<file path="src/rtl/nbit_down_timer_if.sv">
// Control/status bundle for nbit_down_timer: load/enable/mode inputs and
// count/busy/done/zero outputs.
interface nbit_down_timer_if #(
    parameter int BITS = 3
);
    logic            load;
    logic [BITS-1:0] load_val;
    logic            en;
    logic            auto_reload;
    logic [BITS-1:0] count;
    logic            busy;
    logic            done;
    logic            zero;

    modport master (
        output load, load_val, en, auto_reload,
        input  count, busy, done, zero
    );

    modport slave (
        input  load, load_val, en, auto_reload,
        output count, busy, done, zero
    );
endinterface

</file>
<file path="src/rtl/nbit_down_timer.sv">
// Loadable BITS-wide down timer with one-shot and auto-reload modes.
// Expiry (count reaching 1 while enabled) produces a one-cycle done pulse.
module nbit_down_timer #(
    parameter int BITS = 3
) (
    input  logic              clk,
    input  logic              rst,
    nbit_down_timer_if.slave  tif
);
    typedef enum logic [0:0] {
        IDLE = 1'b0,
        RUN  = 1'b1
    } state_t;

    state_t          state_q, state_d;
    logic [BITS-1:0] count_q, count_d;
    logic [BITS-1:0] reload_q, reload_d;
    logic            done_q, done_d;
    logic            busy_q;

    // Next-state: load beats decrement; expiry is count==1 so count never wraps.
    always_comb begin
        state_d  = state_q;
        count_d  = count_q;
        reload_d = reload_q;
        done_d   = 1'b0;
        if (tif.load) begin
            count_d  = tif.load_val;
            reload_d = tif.load_val;
            if (tif.load_val != {BITS{1'b0}}) begin
                state_d = RUN;
            end else begin
                state_d = IDLE;
            end
        end else begin
            case (state_q)
                RUN: begin
                    if (tif.en) begin
                        if (count_q > {{(BITS-1){1'b0}}, 1'b1}) begin
                            count_d = count_q - {{(BITS-1){1'b0}}, 1'b1};
                        end else if (count_q == {{(BITS-1){1'b0}}, 1'b1}) begin
                            done_d = 1'b1;
                            if (tif.auto_reload) begin
                                count_d = reload_q;
                            end else begin
                                count_d = {BITS{1'b0}};
                                state_d = IDLE;
                            end
                        end else begin
                            state_d = IDLE;
                        end
                    end else begin
                        state_d = state_q;
                    end
                end
                IDLE: begin
                    state_d = IDLE;
                end
                default: begin
                    state_d = IDLE;
                    count_d = {BITS{1'b0}};
                end
            endcase
        end
    end

    // State, count, reload and registered status outputs.
    always_ff @(posedge clk) begin
        if (rst) begin
            state_q  <= IDLE;
            count_q  <= {BITS{1'b0}};
            reload_q <= {BITS{1'b0}};
            done_q   <= 1'b0;
            busy_q   <= 1'b0;
        end else begin
            state_q  <= state_d;
            count_q  <= count_d;
            reload_q <= reload_d;
            done_q   <= done_d;
            busy_q   <= (state_d == RUN);
        end
    end

    assign tif.count = count_q;
    assign tif.busy  = busy_q;
    assign tif.done  = done_q;
    assign tif.zero  = (count_q == {BITS{1'b0}});
endmodule

</file>
<file path="src/flat_wrapper.sv">
// flat-port wrapper written by rule: the top's interface ports become plain ports
module nbit_down_timer_flat 
#(
    parameter int BITS = 3
)
  (clk, rst, tif_load, tif_load_val, tif_en, tif_auto_reload, tif_count, tif_busy, tif_done, tif_zero);
  nbit_down_timer_if #(.BITS(BITS)) tif_i ();
  input  logic clk;
  input  logic rst;
  input wire logic [$bits(tif_i.load)-1:0] tif_load;
  input wire logic [$bits(tif_i.load_val)-1:0] tif_load_val;
  input wire logic [$bits(tif_i.en)-1:0] tif_en;
  input wire logic [$bits(tif_i.auto_reload)-1:0] tif_auto_reload;
  output wire logic [$bits(tif_i.count)-1:0] tif_count;
  output wire logic [$bits(tif_i.busy)-1:0] tif_busy;
  output wire logic [$bits(tif_i.done)-1:0] tif_done;
  output wire logic [$bits(tif_i.zero)-1:0] tif_zero;
  assign tif_i.load = tif_load;
  assign tif_i.load_val = tif_load_val;
  assign tif_i.en = tif_en;
  assign tif_i.auto_reload = tif_auto_reload;
  assign tif_count = tif_i.count;
  assign tif_busy = tif_i.busy;
  assign tif_done = tif_i.done;
  assign tif_zero = tif_i.zero;
  nbit_down_timer #(.BITS(BITS)) u_core (.clk(clk), .rst(rst), .tif(tif_i));
endmodule
</file>
<file path="config.mk">
export PLATFORM = sky130hd
export DESIGN_NAME = nbit_down_timer_flat
export DESIGN_NICKNAME = d
export VERILOG_FILES = /design/src/rtl/nbit_down_timer_if.sv /design/src/rtl/nbit_down_timer.sv /design/src/flat_wrapper.sv
export SDC_FILE = /design/constraint.sdc
export NUM_CORES = 1
export LEC_CHECK = 0
export ABC_AREA = 0
export CORE_AREA = 4 4 41 43
export DETAILED_ROUTE_END_ITERATION = 8
export DIE_AREA = 0 0 45 47
export GPL_TIMING_DRIVEN = 0
export PLACE_DENSITY = 0.68
export SYNTH_ARGS = -nofsm -noshare
export SYNTH_HDL_FRONTEND = slang
export SYNTH_SLANG_ARGS = --single-unit
</file>
<file path="constraint.sdc">
create_clock -name clk -period 1.4 [get_ports clk]
set_input_delay 0.21 -clock clk [delete_from_list [all_inputs] [get_ports clk]]
set_output_delay 0.21 -clock clk [all_outputs]
set_load 0.05 [all_outputs]
</file>
; ---- Yosys cells after proc, flatten, opt, wreduce, memory -nomap -nowiden
; Cells that the tools add are included.
[word_totals]
out_inout_bits = 6
register_bits = 8
in_bits = 8
[classes]
add_sub_neg = 1
n_eq_ne = 1
n_reduce_logical = 7
n_mux = 14
bitwise_logic = 2
order_cmp = 1
[ops]
columns = cell, count
row1 = 2-to-1 mux 3 bit, 6
row2 = 2-to-1 mux 1 bit, 7
row3 = nonzero test 3 bit, 2
row4 = OR reduction 5 bit, 1
row5 = nonzero test 2 bit, 2
row6 = == test 3 x 1 -> 1 bit (second input constant), 1
row7 = > comparator 3 x 1 -> 1 bit (second input constant), 1
row8 = zero test 3 bit, 1
row9 = AND reduction 3 bit, 1
row10 = subtractor 3 x 1 -> 3 bit (second input constant), 1
row11 = NOT 1 bit, 2
row12 = case mux 1 bit (2 select lines), 1

; ---- Longest topological paths before layout
; Gate-level depths: netlist of the first run.
[depth]
ltp_word = 6
mapped_depth = 6
depth_no_buf = 6

; ---- Worst setup path after synthesis of the first run
; No wires, ideal clock.
[synth_timing]
kind = register to register
from = reg u_core.count_q[1], in the netlist u_core.tif.count[1]
to = reg u_core.count_q[2], in the netlist u_core.tif.count[2]
path_stages_with_launch = 7
synth_period_minus_slack_ps = 1740
setup_slack_ps = -340
t_arrival_ps = 1612
path_buffers = 0
cell_sequence = dfxtp_1 > inv_1 > ha_1 > nor3_1 > mux2i_1 > o211ai_1 > a21oi_1
[synth_between]
elab_chain_cells = 5
word_cells_on_any_way = 9
cone_classes = 1 x add/sub / 1 x order compare / 1 x eq/ne / 4 x mux / 2 x reduce/logical
[synth_lines]
columns = item, line_no
row1 = start: declaration, nbit_down_timer.sv:16  ; logic [BITS-1:0] count_q, count_d;
row2 = start signal: assignment, nbit_down_timer.sv:71  ; count_q <= {BITS{1'b0}};
row3 = start signal: assignment, nbit_down_timer.sv:77  ; count_q <= count_d;
row4 = subtractor 3 x 1 -> 3 bit or > comparator 3 x 1 -> 1 bit (tied branches), "nbit_down_timer.sv:40, nbit_down_timer.sv:39"
row5 = 2-to-1 mux 3 bit, nbit_down_timer.sv:39  ; if (count_q > {{(BITS-1){1'b0}}, 1'b1}) begin
row6 = 2-to-1 mux 3 bit, nbit_down_timer.sv:38  ; if (tif.en) begin
row7 = 2-to-1 mux 3 bit, nbit_down_timer.sv:36  ; case (state_q)
row8 = 2-to-1 mux 3 bit, nbit_down_timer.sv:27  ; if (tif.load) begin
; Several ways; a longest one is shown, not always the timed one. The select of a mux whose other input is x is not followed.
; A chain may end at the register's enable or synchronous reset.

; ---- Worst setup path after layout of the first run
[layout_timing]
from = reg u_core.count_q[1], in the netlist u_core.tif.count[1]
to = out tif_count[1]
[layout_rtl]
columns = item, line_no
row1 = end: declaration, flat_wrapper.sv:14  ; output wire logic [$bits(tif_i.count)-1:0] tif_count;
; No word-level cell between the ends.

==> impl_metrics.toml, run 1 <==
[run_status]
outcome = "finished, final reports clean"

[critical_path]
r2r-start = "u_core.tif.count[0]$_SDFFE_PP0P_"
setup.worst_path.end = "tif_count[1]"
worst-path-buf-inv = 1
cp-startpoint = "u_core.tif.count[1]$_SDFFE_PP0P_"
start_kind = "flip-flop"
ff2ff_setup_slack_ns = 0.09
worstRegToRegCells = 6
crit_type = "flip-flop to output port"
crit_family = "buffers and inverters"
crit_slowest_cell = "dlygate4sd2_1"
worstPathCellList = "dlygate4sd2_1"
crit_arrival_ns = 1.16
cp-end-kind = "output port"
r2r_end = "u_core.tif.count[1]$_SDFFE_PP0P_"
cp_max_fo = 5
max_stage_delay_ns = 0.53
path_depth = 1
required_ns = 1.19

[timing]
finalHoldViolations = 0
drv_slew = 0
fin_crit_ns = 1.37
finClkSkew_ns = 0.00108
slew_headroom = 0.676
fin_hold_ws_ns = 0.312
setup_viol = 0
fin_crit_sh = 0.977
max_freq_ghz = 0.731
tightest_slew_ns = 0.488

[placed_design]
portBuffers = 12
placed_cells = 83
dp_hpwl_um = 800
gp_congestion = 0.793
placedInstanceArea_um2 = 612

[clocking]
clock_sinks = 8
clk_pin_slew_worst_paths_ns = 0.05
cts_tree = "done"
worstSkewPairLatency_ns = 0.24
cts-root-buf = "clkbuf_4"
cts.path.max_buffers = 2
cts-buffers-inserted = 3
htree_levels = 1

[global_route]
grt_overflow = 0
grt_pass1_wl_um = 1700
antenna_found_initial = 0
grt_pass1_vias = 419
grt_max_degree = 11
track_usage = 0.116

[power]
sw_frac_of_total = 0.310
p_leak_nw = 0.251
internal-power_w = 0.000413
comb_power_share = 0.298
ir_drop_mv = 0.566
share_seq_of_total_power = 0.425
clkPwrFrac = 0.276
p_switching_w = 0.000185
cellPowerDensity_nw_per_um2 = 894

[synth]
syn_area_um2 = 457
yosysSeqAreaShare = 0.351
netlist_instances = 56
yosysTopAreaCell = "dfxtp_1"
synth-seq-cells = 8
avgSynthCellArea_um2 = 8.16
yosysWarnings = 0
yosys.area.top_type_share = 0.351
synth.net_count = 67
synthTopCellsByArea = "dfxtp_1 35%, a21oi_1 11%, ha_1 8.2%, nand2b_1 5.5%, o211ai_1 4.9%"
yosysUniqueCellTypes = 22

[cells_and_area]
final_cell_mix = "10 x a21oi_1, 6 x clkdlybuf4s50_1, 5 x nand2_1, 5 x dfxtp_1, 4 x nand2b_1"
area_delta_synth_final_pct = 46.6
insertedDiodeCount = 0
drive_gt1_frac = 0.216
fin_cells = 89
nets = 87
fin_area_um2 = 669
final_common_cell = "a21oi_1"
final_util = 0.514

[route]
routed_wl_um = 1060
via_per_inst = 5.35
vias = 476
antenna_left = 0
drt_iter0_drc = 3
drc = 0
dr.pass1.iters = 2
wl_per_cell_um = 11.9

[flow_run]
cap_violations = 0

[floorplanning]
die_w_um = 45
num_rows = 13
die_y_um = 47
die_area_um2 = 2120
io_pins = 14
initial_utilization = 0.351
coreArea_um2 = 1300

[worst_hold_path]
hold_path.class = "input port to flip-flop"
[per-layer routing]
metal	part of all wire	vias up	global-route usage
met5	0	-	0
met4	0.019	0	0.0877
met3	0.054	4	0.0345
met2	0.45	13	0.175
met1	0.48	221	0.137
li1	-	238	-
[worst min path at each step]
stage | from | depth (start not counted) | slack, ns | end
finish | rst | 2 | 0.31 | u_core.reload_q[2]$_SDFFE_PP0P_
global route | rst | 2 | 0.35 | u_core.reload_q[2]$_SDFFE_PP0P_
CTS | rst | 2 | 0.31 | u_core.reload_q[0]$_SDFFE_PP0P_
detailed placement | u_core.reload_q[2]$_SDFFE_PP0P_ | 2 | 0.47 | u_core.reload_q[2]$_SDFFE_PP0P_
global placement | u_core.reload_q[2]$_SDFFE_PP0P_ | 2 | 0.46 | u_core.reload_q[2]$_SDFFE_PP0P_
floorplan | tif_load_val[0] | 2 | 0.37 | u_core.tif.count[0]$_SDFFE_PP0P_
[power by group through the flow]
stage	Combinational [W]	Clock, W	Sequential [W]
2_1_floorplan	0.0000814	0	0.000284
3_3_place_gp	0.000165	0	0.000260
3_5_place_dp	0.000165	0	0.000261
4_1_cts	0.000160	0.000172	0.000256
5_1_grt	0.000194	0.000185	0.000256
6_report	0.000179	0.000165	0.000255
[flip-flops by register name, indices dropped and copies added (netlist names)]
| name | cells |
|---|---|
| u_core.tif.count | 3 |
| u_core.tif.done | 1 |
| u_core.reload_q | 3 |
| u_core.state_q | 1 |
[Yosys cell counts]
cell type and n:
o31ai_1 1, inv_1 3, nand2b_2 1, nor2_1 3
nand2_1 5, a2111oi_0 1, dfxtp_1 8, and2b_1 1
nor4b_1 1, o21ai_0 1, a211oi_1 1, nor2b_1 1
nand2b_1 4, ha_1 3, nor3_1 3, mux2i_1 1
o211ai_1 3, o21ai_1 1, nor4_1 1, a21oi_1 10
clkbuf_1 2, a41oi_2 1
[through the flow]
step                      setup WS, ns  power [W]  TNS, ns
after floorplan                 0.0292   0.000366        0
after global placement          -0.297   0.000425   -0.835
after detailed placement        -0.313   0.000426   -0.872
after CTS                       -0.190   0.000589   -0.201
after global routing          -0.00588   0.000636  -0.0135
final                           0.0323   0.000599        0
[area by class of cell]
class / instances / area, µm²
fillers: 143 / 632
multi-input cells: 43 / 297
flip-flops and latches: 8 / 169
repair buffers: 15 / 141
clock buffers: 3 / 22.5
well taps: 15 / 18.8
inverters: 3 / 13.8
plain buffers: 2 / 7.51
[logic make-up (layout without fill, tap and decap cells)]
kind of cell,after synthesis,count (layout),share of synthesized area
AO/OA/AOI/OAI,19,19,0.268
adder cells (fa/ha/maj),3,3,0.0822
flip-flops,8,8,0.351
AND/OR/NAND/NOR,20,20,0.236
buffers and inverters,5,23,0.0411
multiplexers,1,1,0.0219
[repair_timing]
action                     CTS  global route
setup endpoints to repair    7             8
buffers inserted             0             3
pin swaps                    0             0
resized for setup           11             9
hold buffers                 0             0
Note: power is estimated with default switching activity, not from simulation.
==> run 2: changes to the inputs <==
--- a/config.mk
+++ b/config.mk
@@ -11,6 +11,7 @@
 export DIE_AREA = 0 0 45 47
 export GPL_TIMING_DRIVEN = 0
 export PLACE_DENSITY = 0.68
+export REMOVE_ABC_BUFFERS = 1
 export SYNTH_ARGS = -nofsm -noshare
 export SYNTH_HDL_FRONTEND = slang
 export SYNTH_SLANG_ARGS = --single-unit
==> constraint.sdc (replaced) <==
create_clock -name clk -period 1.4 [get_ports clk]
set_input_delay 0.14 -clock clk [delete_from_list [all_inputs] [get_ports clk]]
set_output_delay 0.14 -clock clk [all_outputs]
set_load 0.05 [all_outputs]
==> run 2 against run 1 <==
Against the previous run: count of clock-buffer cells in the layout stayed put; final area fell by 3.6%; non-clock buffer count is 3 lower; clock power is 2% higher; critical endpoint is now tif_busy.
==> impl_metrics.toml, run 2 (synthesized netlist as in run 1, its figures left out) <==
[critical_path]
ff2ff_setup_slack_ns = 0.08
max_stage_delay_ns = 0.55
worstRegToRegCells = 6
r2r_end = "u_core.tif.count[1]$_SDFFE_PP0P_"
required_ns = 1.26
setup.worst_path.end = "tif_busy"
path_depth = 1
cp-startpoint = "u_core.state_q$_SDFF_PP0_"
r2r-start = "u_core.tif.count[1]$_SDFFE_PP0P_"
crit_slowest_cell = "dlygate4sd2_1"
crit_arrival_ns = 1.20
start_kind = "flip-flop"
crit_type = "flip-flop to output port"
cp_max_fo = 5
crit_family = "buffers and inverters"
worst-path-buf-inv = 1
cp-end-kind = "output port"
worstPathCellList = "dlygate4sd2_1"

[cells_and_area]
final_util = 0.496
fin_area_um2 = 646
final_common_cell = "a21oi_1"
drive_gt1_frac = 0.183
nets = 84
final_cell_mix = "10 x a21oi_1, 7 x clkdlybuf4s50_1, 6 x dfxtp_1"
fin_cells = 86
area_delta_synth_final_pct = 41.4
insertedDiodeCount = 0

[timing]
tightest_slew_ns = 0.496
finClkSkew_ns = 0.000956
fin_crit_sh = 0.955
fin_crit_ns = 1.34
finalHoldViolations = 0
slew_headroom = 0.671
setup_viol = 0
fin_setup_tns_ns = 0
fin_hold_ws_ns = 0.476
drv_slew = 0
max_freq_ghz = 0.748

[route]
wl_per_cell_um = 12.2
routed_wl_um = 1050
drt_iter0_drc = 11
drc = 0
antenna_left = 0
vias = 450
via_per_inst = 5.23
dr.pass1.iters = 3

[floorplanning]
die_y_um = 47
num_rows = 13
coreArea_um2 = 1300
die_w_um = 45
die_area_um2 = 2120
io_pins = 14
initial_utilization = 0.351

[placed_design]
placed_cells = 82
placedInstanceArea_um2 = 598
portBuffers = 13
gp_congestion = 0.829

[flow_run]
cap_violations = 0

[clocking]
clk_pin_slew_worst_paths_ns = 0.05
cts-buffers-inserted = 3
clock_sinks = 8
worstSkewPairLatency_ns = 0.25
postCtsHoldBufs = 0
cts-root-buf = "clkbuf_4"
cts.path.max_buffers = 2
htree_levels = 1
cts_tree = "done"

[power]
ir_drop_mv = 0.456
p_leak_nw = 0.244
cellPowerDensity_nw_per_um2 = 920

[global_route]
grt_pass1_vias = 405
grt_max_degree = 14
grt_pass1_wl_um = 1670
track_usage = 0.110
antenna_found_initial = 0
grt_overflow = 0

[worst_hold_path]
hold_path.class = "flip-flop to flip-flop"

[run_status]
outcome = "finished, final reports clean"
run 2: cell types whose count changed in the layout (fill, tap and decap cells not counted), sizes merged:
cell,delta
dlygate4sd2,+1
clkdlybuf4s15,-2
clkbuf,-1
clkdlybuf4s50,+1
buf,-2
run 2: layout make-up:
class,instances,area (µm²)
Timing Repair Buffer,14,129
Tap cell,15,18.8
Multi-Input combinational cell,43,297
Inverter,3,11.3
Fill cell,143,656
Sequential cell,8,168
Clock buffer,3,22.5
run 2: repair_timing:
item	CTS	global route
setup buffers	0	1
gates resized for setup	11	13
hold endpoints to repair	0	0
setup endpoints to repair	10	6
pin swaps	0	1
run 2: routing by layer:
metal | vias up | routed length (µm) | share of wire | track usage
met1 | 202 | 528 | 0.50 | 0.141
met2 | 11 | 457 | 0.43 | 0.169
li1 | 237 | - | - | -
met3 | 0 | 65 | 0.062 | 0.0230
met5 | - | 0 | 0 | 0
met4 | 0 | 0 | 0 | 0.0702
run 2: worst min-delay path by stage:
stage | cells after the start | endpoint | from | slack, ns
2_1_floorplan | 1 | u_core.reload_q[0]$_SDFFE_PP0P_ | rst | 0.21
3_5_place_dp | 2 | u_core.reload_q[1]$_SDFFE_PP0P_ | u_core.reload_q[1]$_SDFFE_PP0P_ | 0.46
4_1_cts | 2 | u_core.reload_q[1]$_SDFFE_PP0P_ | u_core.reload_q[1]$_SDFFE_PP0P_ | 0.47
3_3_place_gp | 2 | u_core.reload_q[1]$_SDFFE_PP0P_ | u_core.reload_q[1]$_SDFFE_PP0P_ | 0.46
6_report | 2 | u_core.reload_q[1]$_SDFFE_PP0P_ | u_core.reload_q[1]$_SDFFE_PP0P_ | 0.48
5_1_grt | 2 | u_core.reload_q[0]$_SDFFE_PP0P_ | u_core.reload_q[0]$_SDFFE_PP0P_ | 0.50
run 2: where the power goes:
group          internal [W]  switching, W  leakage (nW)  total (W)
clock network     0.0000976     0.0000717        0.0138   0.000169
logic             0.0000701     0.0000994         0.163   0.000169
registers          0.000240     0.0000151        0.0672   0.000255
total              0.000408      0.000186         0.244   0.000594
run 2: per-stage QoR:
stage	worst slack (ns)	total power [W]
after floorplan	-0.332	0.000358
after global placement	-0.317	0.000422
after detailed placement	-0.311	0.000424
after CTS	-0.127	0.000592
after global routing	-0.0101	0.000627
final	0.0636	0.000594
run 2: worst register-to-register path: stages, from the launching register on:
cell      delay [ns]
dfxtp_4         0.36
inv_2           0.09
ha_4            0.18
nand2b_2        0.11
a41oi_2         0.19
o21ai_1         0.09
a211oi_1        0.22
==> run 3: changes to the inputs <==
--- a/config.mk
+++ b/config.mk
@@ -10,6 +10,7 @@
 export DETAILED_ROUTE_END_ITERATION = 8
 export DIE_AREA = 0 0 45 47
 export GPL_TIMING_DRIVEN = 0
+export MAX_ROUTING_LAYER = met4
 export PLACE_DENSITY = 0.68
 export REMOVE_ABC_BUFFERS = 1
 export SYNTH_ARGS = -nofsm -noshare
==> run 3 against run 2 <==
Against the previous run: highest routed layer unchanged; critical path depth stayed put; clock power about the same; clock skew about the same; first-iteration DRC count did not move; count of clock-buffer cells in the layout stayed put; final cell count did not move; critical path type unchanged.
==> impl_metrics.toml, run 3 (synthesized netlist as in run 1, its figures left out) <==
[floorplanning]
num_rows = 13
coreArea_um2 = 1300
die_area_um2 = 2120
io_pins = 14
die_y_um = 47
die_w_um = 45
initial_utilization = 0.351

[global_route]
grt_pass1_vias = 404
grt_pass1_wl_um = 1670
grt_max_degree = 14
track_usage = 0.114
antenna_found_initial = 0
grt_overflow = 0

[cells_and_area]
final_common_cell = "a21oi_1"
final_util = 0.496
nets = 84
area_delta_synth_final_pct = 41.4
drive_gt1_frac = 0.183
final_cell_mix = "10 x a21oi_1, 7 x clkdlybuf4s50_1, 6 x dfxtp_1"
insertedDiodeCount = 0

[worst_hold_path]
hp-start = "u_core.reload_q[1]$_SDFFE_PP0P_"
hold_path.class = "flip-flop to flip-flop"

[route]
dr.pass1.iters = 3
drt_iter0_drc = 11
routed_wl_um = 1050
via_per_inst = 5.23
antenna_left = 0
drc = 0
wl_per_cell_um = 12.2
vias = 450

[power]
p_total_w = 0.000594
cellPowerDensity_nw_per_um2 = 920
sw_frac_of_total = 0.314
p_switching_w = 0.000186
clkPwrFrac = 0.285
comb_power_share = 0.285
internal-power_w = 0.000408
p_leak_nw = 0.244
ir_drop_mv = 0.456
share_seq_of_total_power = 0.429

[critical_path]
crit_type = "flip-flop to output port"
r2r-start = "u_core.tif.count[1]$_SDFFE_PP0P_"
start_kind = "flip-flop"
worstPathCellList = "dlygate4sd2_1"
crit_slowest_cell = "dlygate4sd2_1"
cp-startpoint = "u_core.state_q$_SDFF_PP0_"
crit_arrival_ns = 1.20
cp-end-kind = "output port"
max_stage_delay_ns = 0.55
ff2ff_setup_slack_ns = 0.08
crit_family = "buffers and inverters"
required_ns = 1.26
cp_max_fo = 5
worst-path-buf-inv = 1

[run_status]
outcome = "finished, final reports clean"

[clocking]
clk_pin_slew_worst_paths_ns = 0.05
worstSkewPairLatency_ns = 0.25
cts.path.max_buffers = 2
cts_tree = "done"
cts-root-buf = "clkbuf_4"
cts-buffers-inserted = 3
clock_sinks = 8
htree_levels = 1

[placed_design]
portBuffers = 13
gp_congestion = 0.841

[timing]
max_freq_ghz = 0.748
tightest_slew_ns = 0.496
slew_headroom = 0.671
finalHoldViolations = 0
setup_viol = 0
finClkSkew_ns = 0.000787
drv_slew = 0
fin_crit_sh = 0.955
fin_crit_ns = 1.34

[flow_run]
cap_violations = 0
==> run 3: cell counts in the layout (fill, tap and decap cells not counted) <==
No cell type changed its count.
==> run 3: timing repair <==
action                                  in CTS  in global routing
resized for setup                           11                 13
endpoints found under the setup margin      10                  6
hold buffers                                 0                  0
buffers inserted                             0                  1
pin swaps                                    0                  1
==> run 3: path summary, 6_finish.rpt <==
check | to | depth (start not counted)
setup / recovery | tif_busy | 1
hold / removal | u_core.reload_q[1]$_SDFFE_PP0P_ | 2
setup reg to reg | u_core.tif.count[1]$_SDFFE_PP0P_ | 6
hold reg to reg | u_core.reload_q[1]$_SDFFE_PP0P_ | 2
==> run 3: power groups by stage <==
stage	registers, W	clock network (W)	logic (W)
final	0.000255	0.000170	0.000170
after global routing	0.000257	0.000185	0.000184
after CTS	0.000256	0.000177	0.000159
after detailed placement	0.000260	0	0.000164
after global placement	0.000260	0	0.000162
after floorplan	0.000284	0	0.0000739
==> run 3: cell type report <==
type | count | area, µm²
inverter | 3 | 11.3
clock buffer | 3 | 22.5
timing repair buffer | 14 | 129
sequential | 8 | 168
fill | 143 | 656
tap | 15 | 18.8
multi-input combinational | 43 | 297
==> run 3: metal layers <==
metal,global-route usage,up-vias,routed length (µm)
met2,0.169,11,454
li1,-,237,-
met4,0.0702,0,0
met5,-,-,0
met1,0.141,202,530
met3,0.0230,0,64
==> run 3: stage by stage <==
step | cell area (µm²) | hold slack (ns) | TNS (ns) | worst slack, ns | cells
after detailed placement | 598 | 0.465 | -0.718 | -0.311 | 82
after floorplan | 449 | 0.209 | -1.37 | -0.332 | 54
final | 646 | 0.476 | 0 | 0.0636 | 86
after global placement | 598 | 0.463 | -0.622 | -0.317 | 82
after CTS | 621 | 0.474 | -0.134 | -0.127 | 85
after global routing | 646 | 0.497 | -0.0101 | -0.0101 | 86
